File: config.mk
export PLATFORM = sky130hd
export DESIGN_NAME = byte_serializer_flat
export DESIGN_NICKNAME = d
export VERILOG_FILES = /design/src/rtl/byte_serializer_pkg.sv /design/src/rtl/byte_serializer_if.sv /design/src/rtl/byte_serializer.sv /design/src/flat_wrapper.sv
export SDC_FILE = /design/constraint.sdc
export NUM_CORES = 1
export LEC_CHECK = 0
export ABC_AREA = 1
export BUFFER_PORTS_ARGS = -buffer_cell sky130_fd_sc_hd__buf_2
export CAP_MARGIN = 30
export CORE_ASPECT_RATIO = 1.1
export CORE_UTILIZATION = 42
export DETAILED_ROUTE_END_ITERATION = 8
export SYNTH_ARGS = -nofsm -noshare
export SYNTH_HDL_FRONTEND = slang
export SYNTH_SLANG_ARGS = --single-unit
File: constraint.sdc
create_clock -name clk -period 1.9 [get_ports clk]
set_input_delay 0.095 -clock clk [delete_from_list [all_inputs] [get_ports clk]]
set_output_delay 0.095 -clock clk [all_outputs]
set_load 0.03 [all_outputs]
File: src/rtl/byte_serializer_pkg.sv
// Shared definitions for the serializer / sequence-detector family.
package byte_serializer_pkg;

    localparam int unsigned DEFAULT_WIDTH = 8;

    typedef enum logic {
        IDLE  = 1'b0,
        SHIFT = 1'b1
    } ser_state_e;

endpackage

File: src/rtl/byte_serializer_if.sv
// Parallel-in handshake plus serial-out stream of the byte serializer.
interface byte_serializer_if
    import byte_serializer_pkg::*;
#(
    parameter int unsigned WIDTH = DEFAULT_WIDTH
);

    logic [WIDTH-1:0] in_data;
    logic             in_valid;
    logic             in_ready;
    logic             x;
    logic             x_valid;
    logic             busy;

    modport master (
        output in_data, in_valid,
        input  in_ready, x, x_valid, busy
    );

    modport slave (
        input  in_data, in_valid,
        output in_ready, x, x_valid, busy
    );

endinterface

File: src/rtl/byte_serializer.sv
// Parallel-to-serial converter with a one-word hold buffer so consecutive
// words stream without gaps; feeds a downstream sequence detector.
module byte_serializer
    import byte_serializer_pkg::*;
#(
    parameter int unsigned WIDTH     = DEFAULT_WIDTH,
    parameter bit          MSB_FIRST = 1'b1
) (
    input  logic               clk,
    input  logic               reset,
    byte_serializer_if.slave   bus
);

    localparam int unsigned    CW   = $clog2(WIDTH);
    localparam logic [CW-1:0]  LAST = CW'(WIDTH - 1);

    ser_state_e       state_q, state_n;
    logic [WIDTH-1:0] shreg_q, shreg_n;
    logic [WIDTH-1:0] hold_q, hold_n;
    logic             hold_full_q, hold_full_n;
    logic [CW-1:0]    cnt_q, cnt_n;

    logic             x_q, x_n;
    logic             x_valid_q, x_valid_n;
    logic             busy_q, busy_n;
    logic             in_ready_q, in_ready_n;

    logic             accept;
    logic             last;
    logic [WIDTH-1:0] shifted;
    logic             head_n;

    // Next-state, datapath and registered-output decode
    always_comb begin
        state_n     = state_q;
        shreg_n     = shreg_q;
        hold_n      = hold_q;
        hold_full_n = hold_full_q;
        cnt_n       = cnt_q;

        accept = bus.in_valid && in_ready_q;
        last   = (cnt_q == LAST);

        if (MSB_FIRST) begin
            shifted = {shreg_q[WIDTH-2:0], 1'b0};
        end else begin
            shifted = {1'b0, shreg_q[WIDTH-1:1]};
        end

        unique case (state_q)
            IDLE: begin
                if (accept) begin
                    shreg_n = bus.in_data;
                    cnt_n   = '0;
                    state_n = SHIFT;
                end
            end
            SHIFT: begin
                if (last) begin
                    cnt_n = '0;
                    // Refill from hold first, else bypass a word arriving now
                    if (hold_full_q) begin
                        shreg_n     = hold_q;
                        hold_full_n = 1'b0;
                    end else if (accept) begin
                        shreg_n = bus.in_data;
                    end else begin
                        shreg_n = '0;
                        state_n = IDLE;
                    end
                end else begin
                    shreg_n = shifted;
                    cnt_n   = cnt_q + CW'(1);
                    if (accept) begin
                        hold_n      = bus.in_data;
                        hold_full_n = 1'b1;
                    end
                end
            end
            default: begin
                state_n = IDLE;
            end
        endcase

        head_n     = MSB_FIRST ? shreg_n[WIDTH-1] : shreg_n[0];
        x_valid_n  = (state_n == SHIFT);
        x_n        = x_valid_n && head_n;
        busy_n     = (state_n == SHIFT) || hold_full_n;
        in_ready_n = !hold_full_n;
    end

    always_ff @(posedge clk) begin
        if (reset) begin
            state_q     <= IDLE;
            shreg_q     <= '0;
            hold_q      <= '0;
            hold_full_q <= 1'b0;
            cnt_q       <= '0;
            x_q         <= 1'b0;
            x_valid_q   <= 1'b0;
            busy_q      <= 1'b0;
            in_ready_q  <= 1'b1;
        end else begin
            state_q     <= state_n;
            shreg_q     <= shreg_n;
            hold_q      <= hold_n;
            hold_full_q <= hold_full_n;
            cnt_q       <= cnt_n;
            x_q         <= x_n;
            x_valid_q   <= x_valid_n;
            busy_q      <= busy_n;
            in_ready_q  <= in_ready_n;
        end
    end

    assign bus.x        = x_q;
    assign bus.x_valid  = x_valid_q;
    assign bus.busy     = busy_q;
    assign bus.in_ready = in_ready_q;

endmodule

File: src/flat_wrapper.sv
// flat-port wrapper written by rule: the top's interface ports become plain ports
module byte_serializer_flat import byte_serializer_pkg::*;
#(
    parameter int unsigned WIDTH     = DEFAULT_WIDTH,
    parameter bit          MSB_FIRST = 1'b1
)
  (clk, reset, bus_in_data, bus_in_valid, bus_in_ready, bus_x, bus_x_valid, bus_busy);
  byte_serializer_if #(.WIDTH(WIDTH)) bus_i ();
  input  logic clk;
  input  logic reset;
  input wire logic [$bits(bus_i.in_data)-1:0] bus_in_data;
  input wire logic [$bits(bus_i.in_valid)-1:0] bus_in_valid;
  output wire logic [$bits(bus_i.in_ready)-1:0] bus_in_ready;
  output wire logic [$bits(bus_i.x)-1:0] bus_x;
  output wire logic [$bits(bus_i.x_valid)-1:0] bus_x_valid;
  output wire logic [$bits(bus_i.busy)-1:0] bus_busy;
  assign bus_i.in_data = bus_in_data;
  assign bus_i.in_valid = bus_in_valid;
  assign bus_in_ready = bus_i.in_ready;
  assign bus_x = bus_i.x;
  assign bus_x_valid = bus_i.x_valid;
  assign bus_busy = bus_i.busy;
  byte_serializer #(.WIDTH(WIDTH), .MSB_FIRST(MSB_FIRST)) u_core (.clk(clk), .reset(reset), .bus(bus_i));
endmodule
==> flow_summary.yaml <==
sta:
  finalClockSkew_ns: 0.00162
  holdWs_ns: 0.0357
  fmax_ghz: 0.666
  rsz0062_at_grt: "false"
  slew_viol_final: 0
  period_needed_ns: 1.50
  worst_pin_slew_ns: 0.405
  tns_ns: 0
  slew_headroom_pct: 73.0
  hold_viol: 0
  finalCritPeriodShare_pct: 79.0
  finalSetupViolCount: 0
finish:
  final_core_util_pct: 47.4
  nFillCells: 283
  diodes: 0
  drive_above_1_share_pct: 17.4
  nets: 200
  area.growth.synth_to_final_pct: 6.48
  fin_cells: 217
synth:
  synthXorXnorAreaFrac_pct: 0
  synth_compound_area_share_pct: 7.69
  synth_fa_ha_area_share_pct: 3.04
  synthCells: 173
  synth.area.mux_share_pct: 0
  avgSynthCellArea_sq_um: 7.15
  synth_top_family_by_area: "simple AND/OR/NAND/NOR gates"
  synth_area_sq_um: 1240
  yosysSeqAreaShare_pct: 38.9
  synth_simple_gate_area_share_pct: 41.2
  syn-num-nets: 187
  ys_ff_latch: 24
  ys_types: 25
  yosysWarnings: 0
global_route:
  antenna_found_initial: 0
  grt_pass1_vias: 1023
  grt_usage_pct: 19.5
  overflow: 0
  grt_pass1_wl_microns: 4470
  grt_max_degree: 23
clock_tree:
  ctsResizeCount: 0
  cts_tree: "built"
  htreeDepth: 1
  root_buffer: "clkbuf_4"
  clock_path_buffers: 2
  cts_buffers: 3
  path_clk_slew_ns: 0.13
  cts_setup_buffers: 0
  cts_sinks: 24
  hold_buffers: 0
  clock_latency_ns: 0.31
setup_path:
  cp-start-kind: "flop"
  critPathRequiredTime_ns: 2.12
  arrival_ns: 1.72
  end_kind: "flop"
  cp_max_fo: 10
  crit_type: "flop to flop"
placement:
  dpl.hpwl_microns: 1980
  dp.cells: 214
  port-buffer-count: 14
  routabilityCongestion: 0.764
route:
  vias: 1124
  ant_nets: 0
  firstDrtPassIters: 4
  viasPerCell: 5.18
  drt_iter0_markers: 22
  drc_errors: 0
  drt_wl_total_microns: 2670
  wl_per_cell_microns: 12.3
hold_path:
  min_path_type: "input pin to flop"
power:
  peakVddDrop_v: 0.000467
  p_leak_uw: 0.000606
  pwr_density_cell_nw_per_um2: 722
floorplanning:
  core_sq_um: 2780
  initial_core_util_pct: 44.5
  floorplan.die_area_sq_um: 3160
  io_pins: 15
  die_y_microns: 58.9
  num_rows: 20
  fp.dieW_microns: 53.7
run:
  drv_cap: 0
status:
  status: "completed"
power breakdown:
| part | leakage (uW) | switching [uW] | internal [uW] | total [uW] |
|---|---|---|---|---|
| sequential | 0.000197 | 20.8 | 536 | 557 |
| clock | 0.0000138 | 149 | 74.2 | 223 |
| combinational | 0.000395 | 113 | 57.8 | 171 |
| total | 0.000606 | 283 | 668 | 951 |
metrics by stage:
| stage | setup slack, ns | total power (uW) | cell area (sq um) |
|---|---|---|---|
| after global placement | 0.450 | 736 | 1290 |
| after global routing | 0.243 | 1000 | 1320 |
| after CTS | 0.380 | 964 | 1320 |
| after floorplan | 0.582 | 700 | 1240 |
| final | 0.399 | 951 | 1320 |
| after detailed placement | 0.405 | 739 | 1290 |
synth_stat cells, drive strengths merged:
| master | n | share of area (%) |
|---|---|---|
| nand3 | 20 | 8.9 |
| nor2 | 39 | 13 |
| o21ai | 9 | 3.6 |
| ha | 3 | 3.0 |
| buf | 6 | 4.7 |
| a21boi | 1 | 0.61 |
| clkinv | 1 | 0.30 |
| nand4 | 7 | 3.5 |
| nand2 | 36 | 13 |
| inv | 13 | 3.9 |
| and2 | 6 | 3.0 |
| dfxtp | 24 | 39 |
| a21oi | 7 | 3.4 |
| clkbuf | 1 | 0.30 |
per-layer routing:
layer	GRT usage (%)	vias to the layer above	part of all wire, %	wire, microns
met3	2.33	7	2.5	67
met1	23.8	513	47	1240
met4	10.5	0	2.7	72
li1	-	581	-	-
met5	0	-	0	0
met2	32.6	23	48	1280
final timing paths:
kind / to / startpoint / slack (ns) / cells past startpoint
max: u_core.hold_q[0] / u_core.cnt_q[0] / 0.40 / 8
min: u_core.hold_q[1] / bus_in_data[1] / 0.04 / 3
max reg2reg: u_core.hold_q[0] / u_core.cnt_q[0] / 0.40 / 8
min reg2reg: u_core.hold_q[7] / u_core.hold_q[7] / 0.48 / 2
layout make-up:
class                           count  area, sq um  share of cell area, %
Timing Repair Buffer               15         77.6                   5.89
Tap cell                           33         41.3                   3.14
Clock buffer                        3         22.5                   1.71
Inverter                           14         52.6                   3.99
Multi-Input combinational cell    128          642                   48.8
Sequential cell                    24          480                   36.5
registers in the layout (all words and copies together) (netlist names):
name,count
u_core.state_q,1
u_core.hold_full_q,1
u_core.shreg_q,8
u_core.bus.x,1
u_core.hold_q,8
u_core.bus.in_ready,1
u_core.cnt_q,3
u_core.bus.busy,1
kinds of logic (layout without fill, tap and decap cells):
group	Yosys count	count (layout)
compound gates	17	17
flops	24	24
buf+inv	21	32
simple gates	108	108
fa+ha+maj	3	3
critical path: stages (launching register included):
cell     delay, ns
dfxtp_1       0.35
ha_1          0.22
ha_1          0.20
inv_1         0.05
nand2_1       0.10
nor2_4        0.22
inv_2         0.11
nor2_1        0.10
nor2_1        0.05
placed cells by master, fill, tap and decap left out, drive strengths merged:
master,n
a21oi,7
nand3,20
inv,13
clkbuf,3
o21ai,9
buf,15
nand2,36
dfxtp,24
nor2,39
ha,3
a21boi,1
nand4,7
clkinv,1
and2,6
No activity file was read; power rests on OpenSTA's default activity.
